--- config.mk ---
export PLATFORM = sky130hd
export DESIGN_NAME = bcd_multi_counter
export DESIGN_NICKNAME = d
export VERILOG_FILES = /design/src/rtl/seg_pkg.sv /design/src/rtl/bcd_decade.sv /design/src/rtl/bcd_multi_counter.sv
export SDC_FILE = /design/constraint.sdc
export NUM_CORES = 1
export LEC_CHECK = 0
export BUFFER_PORTS_ARGS = -buffer_cell sky130_fd_sc_hd__buf_2
export CORE_MARGIN = 4
export CORE_UTILIZATION = 35
export DETAILED_ROUTE_END_ITERATION = 12
export PLACE_DENSITY = 0.62
export SETUP_SLACK_MARGIN = 0.5
export SYNTH_ARGS = -nofsm -noshare
export SYNTH_HDL_FRONTEND = slang
export SYNTH_SLANG_ARGS = --single-unit
--- constraint.sdc ---
create_clock -name clk -period 4.1 [get_ports clk]
set_input_delay 0.82 -clock clk [delete_from_list [all_inputs] [get_ports clk]]
set_output_delay 0.82 -clock clk [all_outputs]
set_load 0.1 [all_outputs]
--- src/rtl/seg_pkg.sv ---
// Shared seven-segment definitions.
// Holds the active-low glyph table (dp off), the blank and dash codes, and the
// bcd_to_seg decoder used by bcd_multi_counter and sdDisplay.
// Segment bit order: seg[6:0] = g..a, seg[7] = dp.
package seg_pkg;

    localparam logic [7:0] SEG_BLANK = 8'hFF;
    localparam logic [7:0] SEG_DASH  = 8'hBF;

    localparam logic [7:0] SEG_GLYPH [10] = '{
        8'hC0, 8'hF9, 8'hA4, 8'hB0, 8'h99,
        8'h92, 8'h82, 8'hF8, 8'h80, 8'h90
    };

    // Codes 10..15 are not BCD and render as a dash.
    function automatic logic [7:0] bcd_to_seg(input logic [3:0] d);
        logic [7:0] glyph;
        glyph = SEG_DASH;
        if (d <= 4'd9) begin
            glyph = SEG_GLYPH[d];
        end
        return glyph;
    endfunction

endpackage

--- src/rtl/bcd_decade.sv ---
// One BCD decade (0..9) with wrap in both directions.
// Ports:
//   clk, reset      system clock, synchronous active-high reset
//   clr             synchronous clear to 0
//   inc, dec        step up / down (the parent never asserts both)
//   digit           current BCD digit
//   carry_out       combinational, high while digit == 9
//   borrow_out      combinational, high while digit == 0
module bcd_decade (
    input  logic       clk,
    input  logic       reset,
    input  logic       clr,
    input  logic       inc,
    input  logic       dec,
    output logic [3:0] digit,
    output logic       carry_out,
    output logic       borrow_out
);

    logic [3:0] digit_q;

    always_ff @(posedge clk) begin
        if (reset || clr) begin
            digit_q <= 4'd0;
        end else if (inc) begin
            digit_q <= (digit_q == 4'd9) ? 4'd0 : digit_q + 4'd1;
        end else if (dec) begin
            digit_q <= (digit_q == 4'd0) ? 4'd9 : digit_q - 4'd1;
        end
    end

    assign digit      = digit_q;
    assign carry_out  = (digit_q == 4'd9);
    assign borrow_out = (digit_q == 4'd0);

endmodule

--- src/rtl/bcd_multi_counter.sv ---
// N-digit BCD up/down counter with a multiplexed seven-segment driver.
// Ports:
//   clk, reset      system clock, synchronous active-high reset
//   cnt_up, cnt_dn  single-cycle step pulses (both together: no change)
//   clear           synchronous clear of the count
//   hold            freezes the count; the display keeps scanning
//   count           BCD value, digit k at count[4k+3:4k]
//   limit           one-cycle pulse on up at max or down at zero
//   an              active-low one-hot anodes
//   seg             active-low segments, seg[7] = dp
module bcd_multi_counter
    import seg_pkg::*;
#(
    parameter int unsigned NUMDIGITS = 4,
    parameter int unsigned SCANDIV   = 25000,
    parameter int unsigned SATURATE  = 0,
    parameter int unsigned BLANKLZ   = 1
) (
    input  logic                   clk,
    input  logic                   reset,
    input  logic                   cnt_up,
    input  logic                   cnt_dn,
    input  logic                   clear,
    input  logic                   hold,
    output logic [4*NUMDIGITS-1:0] count,
    output logic                   limit,
    output logic [NUMDIGITS-1:0]   an,
    output logic [7:0]             seg
);

    localparam int unsigned PW = (SCANDIV > 1) ? $clog2(SCANDIV) : 1;
    localparam int unsigned IW = (NUMDIGITS > 1) ? $clog2(NUMDIGITS) : 1;

    // ---------------- counter ----------------
    logic [NUMDIGITS-1:0] inc, dec, carry, borrow;
    logic [3:0]           digits [NUMDIGITS];
    logic                 up_ok, dn_ok, at_max, at_zero, sat_en;
    logic                 limit_q;

    // Priority: clear > hold > up/down; simultaneous pulses cancel.
    assign up_ok   = cnt_up & ~cnt_dn & ~hold & ~clear;
    assign dn_ok   = cnt_dn & ~cnt_up & ~hold & ~clear;
    assign at_max  = &carry;
    assign at_zero = &borrow;
    assign sat_en  = (SATURATE != 0);

    // Decade k steps only when every lower decade rolls over.
    always_comb begin
        inc    = '0;
        dec    = '0;
        inc[0] = up_ok & ~(sat_en & at_max);
        dec[0] = dn_ok & ~(sat_en & at_zero);
        for (int k = 1; k < int'(NUMDIGITS); k++) begin
            inc[k] = inc[k-1] & carry[k-1];
            dec[k] = dec[k-1] & borrow[k-1];
        end
    end

    for (genvar g = 0; g < int'(NUMDIGITS); g++) begin : gen_decade
        bcd_decade u_decade (
            .clk        (clk),
            .reset      (reset),
            .clr        (clear),
            .inc        (inc[g]),
            .dec        (dec[g]),
            .digit      (digits[g]),
            .carry_out  (carry[g]),
            .borrow_out (borrow[g])
        );
        assign count[4*g +: 4] = digits[g];
    end

    always_ff @(posedge clk) begin
        if (reset) begin
            limit_q <= 1'b0;
        end else begin
            limit_q <= (up_ok & at_max) | (dn_ok & at_zero);
        end
    end

    assign limit = limit_q;

    // ---------------- display scan ----------------
    logic [PW-1:0]        presc_q, presc_d;
    logic [IW-1:0]        idx_q, idx_d;
    logic [NUMDIGITS-1:0] an_q, an_d;
    logic [7:0]           seg_q, seg_d;
    logic                 tick;
    logic [NUMDIGITS:0]   lz;
    logic [3:0]           sel_digit;
    logic                 sel_blank;

    assign tick = (presc_q == PW'(SCANDIV - 1));

    always_comb begin
        presc_d = tick ? '0 : presc_q + 1'b1;

        idx_d = idx_q;
        if (tick) begin
            idx_d = (idx_q == IW'(NUMDIGITS - 1)) ? '0 : idx_q + 1'b1;
        end

        // lz[k]: digit k and everything above it are zero.
        lz            = '0;
        lz[NUMDIGITS] = 1'b1;
        for (int k = int'(NUMDIGITS) - 1; k >= 0; k--) begin
            lz[k] = lz[k+1] & borrow[k];
        end

        sel_digit = '0;
        sel_blank = 1'b0;
        for (int k = 0; k < int'(NUMDIGITS); k++) begin
            if (idx_d == IW'(k)) begin
                sel_digit = digits[k];
                sel_blank = (BLANKLZ != 0) && (k > 0) && lz[k];
            end
        end

        // Decode from the new index so an and seg change together.
        seg_d = sel_blank ? SEG_BLANK : bcd_to_seg(sel_digit);
        an_d  = ~(NUMDIGITS'(1) << idx_d);
    end

    always_ff @(posedge clk) begin
        if (reset) begin
            presc_q <= '0;
            idx_q   <= '0;
            an_q    <= ~NUMDIGITS'(1);
            seg_q   <= SEG_GLYPH[0];
        end else begin
            presc_q <= presc_d;
            if (tick) begin
                idx_q <= idx_d;
                an_q  <= an_d;
                seg_q <= seg_d;
            end
        end
    end

    assign an  = an_q;
    assign seg = seg_q;

endmodule

==> flow_metrics.py <==
metrics = {
    "status": {
        "status": "finished, final reports clean",
    },
    "synthesis": {
        "syn-mean-instance-area_sq_um": 7.936,
        "synth_fp_nets": 361,
        "synth_cell_types": 58,
        "yosysSeqAreaShare_pct": 32.71,
        "syn_inst": 347,
        "synth_ff_type": "dfxtp_1",
        "synth_warnings": 0,
        "synth-edff-count": 0,
        "ys_ff_latch": 45,
        "async_flop_share_pct": 0,
        "netlist_area_sq_um": 2754,
    },
    "floorplan": {
        "die_w_um": 96.71,
        "die_h_um": 96.71,
        "rows": 32,
        "start_util_pct": 35.82,
        "core_area_sq_um": 7687,
        "die_area_sq_um": 9352,
        "ioPinCount": 35,
    },
    "critical_path": {
        "cp_num_buf_inv": 1,
        "cp_top_family": "simple AND/OR/NAND/NOR gates",
        "cp.arrival_ps": 3570,
        "cpPeakStageDelay_ps": 640,
        "crit_fanout": 9,
        "crit_chain": "or4b_4, or4_1, or3b_2, nand4_1, mux2i_1, inv_1, ha_1, a21oi_1, a2111oi_1, o21bai_1",
        "cp-end-kind": "flop",
        "worst_path_max_delay_cell": "or4_1",
        "required_ps": 4330,
        "worst-setup-path-type": "reg2reg",
        "worstSetupStartpointType": "flop",
    },
    "route": {
        "wirelength_mm": 6.397,
        "maxUsedRoutingLayer": "met4",
        "via_per_inst": 5.347,
        "drt_iter0_markers": 126,
        "dr.pass1.iters": 4,
        "num_vias": 2497,
        "drc": 0,
        "wl_met2_mm": 2.976,
        "wl_per_cell_um": 13.70,
        "postRouteAntennaNets": 0,
        "wl_met1_mm": 3.117,
        "dr_wl_met3_um": 208,
    },
    "sta": {
        "fin_tns_setup_ps": 0,
        "rsz0062_at_grt": "true",
        "tightestPinTransition_ps": 651.0,
        "relSlewSlack_pct": 55.99,
        "period_share_pct": 81.59,
        "final.setup_skew_ps": 15.09,
        "finalHoldViolCount": 0,
        "max_freq_ghz": 0.2989,
        "holdWs_ps": 478.5,
        "setup_viol": 0,
        "finalCriticalPeriod_ps": 3345,
        "slew_violations": 0,
    },
    "clock_tree": {
        "post_cts_buffers": 0,
        "clock_latency_ps": 300,
        "cts-buffers-inserted": 5,
        "htreeDepth": 2,
        "clk_pin_slew_ps": 80,
        "max-clock-path-buffers": 2,
        "cts_tree": "yes",
        "clock_sinks": 45,
        "cts-root-buf": "clkbuf_8",
    },
    "grt": {
        "grt_pass1_wl_mm": 11.16,
        "antenna_found_initial": 0,
        "groute.usage.overall_pct": 14.02,
        "grt_overflow_total": 0,
        "grt_pass1_vias": 2358,
        "grt_max_degree": 19,
    },
    "finish": {
        "finalNonFillerCells": 467,
        "post-route-util_pct": 40.02,
        "fin_nets": 378,
        "synthToLayoutAreaGrowth_pct": 11.72,
        "antennaDiodeCount": 0,
        "layout-drive-gt1-share_pct": 16.71,
    },
    "power_and_ir_drop": {
        "leakage_nw": 1.185,
        "totalPowerFinal_uw": 856.0,
        "power.density_nw_per_um2": 278.2,
        "irDropWorstVdd_v": 0.0001377,
    },
    "worst_hold_path": {
        "hold_class": "reg2reg",
    },
    "place": {
        "place_inst": 459,
        "hpwlAfterDp_mm": 4.702,
        "port_buffers": 33,
        "gp_congestion": 0.8296,
    },
    "flow_run": {
        "maxCapViolations": 0,
    },
}
## cell usage in the layout (no fill, tap or decap), drive strengths merged, types with 5 or more instances in the layout
cell and count:
dfxtp 45, inv 7, nand3 15, nor2 51, and2 5, nand2b 5, xnor2 12, nor3 12
nand4 5, a211oi 7, nand2 25, a21oi 14, xor2 7, ha 8, buf 35, or3 5
or2 8, mux2i 10, o21ai 18, clkbuf 7
## through the flow
step,worst slack (ps),instance area [sq um]
finish,754.6,3077
global route,496.7,3077
CTS,722.2,3072
detailed placement,670.1,2955
global placement,623.7,2955
floorplan,732.8,2754
## final timing paths
kind | startpoint | endpoint | slack (ps) | cells past startpoint
worst max-delay path | presc_q[12] | seg[5] | 750 | 10
worst max register to register | presc_q[12] | seg[5] | 750 | 10
worst min-delay path | presc_q[0] | presc_q[0] | 480 | 1
worst min register to register | presc_q[0] | presc_q[0] | 480 | 1
## worst reg2reg max path, cell delays in order (launching register included)
cell and delay (ps):
dfxtp_1 350, or4b_4 560, or4_1 640, or3b_2 510, nand4_1 120, mux2i_1 170, inv_1 150, ha_1 150
a21oi_1 50, a2111oi_1 420, o21bai_1 170
## layer usage
layer  GRT usage (%)  up-vias
li1                -     1278
met1           18.41     1175
met3           3.028        7
met2           23.04       37
met5               0        -
met4           4.212        0
## area by class of cell
cell class | count | area (sq um)
fillers | 795 | 4611
repair buffers | 35 | 180.2
well taps | 102 | 127.6
inverters | 7 | 26.28
multi-input cells | 270 | 1725
flip-flops and latches | 45 | 900.9
clock inverters | 1 | 30.03
clock buffers | 7 | 86.33
## cells in the mapped netlist (3+ instances only)
cell type,count,area [sq um]
o211ai_1,4,30.03
mux2i_1,10,100.1
and3_1,3,18.77
o22ai_1,3,18.77
ha_1,8,100.1
nor3_1,12,60.06
xnor2_1,12,105.1
dfxtp_1,45,900.9
o21ai_0,18,90.09
xor2_1,7,61.31
or2_2,7,43.79
inv_1,7,26.28
a211oi_1,7,52.55
clkbuf_1,21,78.83
and2_1,4,25.02
nand3b_1,3,22.52
a311oi_1,4,35.03
a21oi_1,14,70.07
o21bai_1,4,30.03
or3_1,5,31.28
a31oi_1,4,25.02
nor2_1,51,191.4
nand2b_1,5,31.28
nand2_1,25,93.84
nand3_1,15,75.07
mux2_2,3,33.78
nand4_1,5,31.28
## flip-flops by register name, indices dropped and copies added (netlist names)
signal and flops:
idx_q 2, seg 7, limit 1, presc_q 15, gen_decade.u_decade.digit 16, an 4
## logic make-up (layout without fill, tap and decap cells)
group | after synthesis | count (layout) | synth area share, %
AO/OA/AOI/OAI | 77 | 77 | 19.26
flip-flops | 45 | 45 | 32.71
AND/OR/NAND/NOR | 152 | 152 | 28.53
multiplexers | 13 | 13 | 4.861
XOR/XNOR | 19 | 19 | 6.043
adder cells (fa/ha/maj) | 8 | 8 | 3.635
other | 1 | 1 | 0.1362
buffers and inverters | 32 | 50 | 4.816
## where the power goes
group | leakage, nW | internal (mW) | switching [mW]
Clock | 0.0585 | 0.199 | 0.150
Sequential | 0.363 | 0.441 | 0.00704
Combinational | 0.763 | 0.0176 | 0.0418
## repair_timing
action / CTS / global route
hold buffers: 0 / 0
endpoints found under the setup margin: 0 / 2
hold endpoints to repair: 0 / 0
gates resized for setup: 0 / 2
Note: power is estimated with default switching activity, not from simulation.
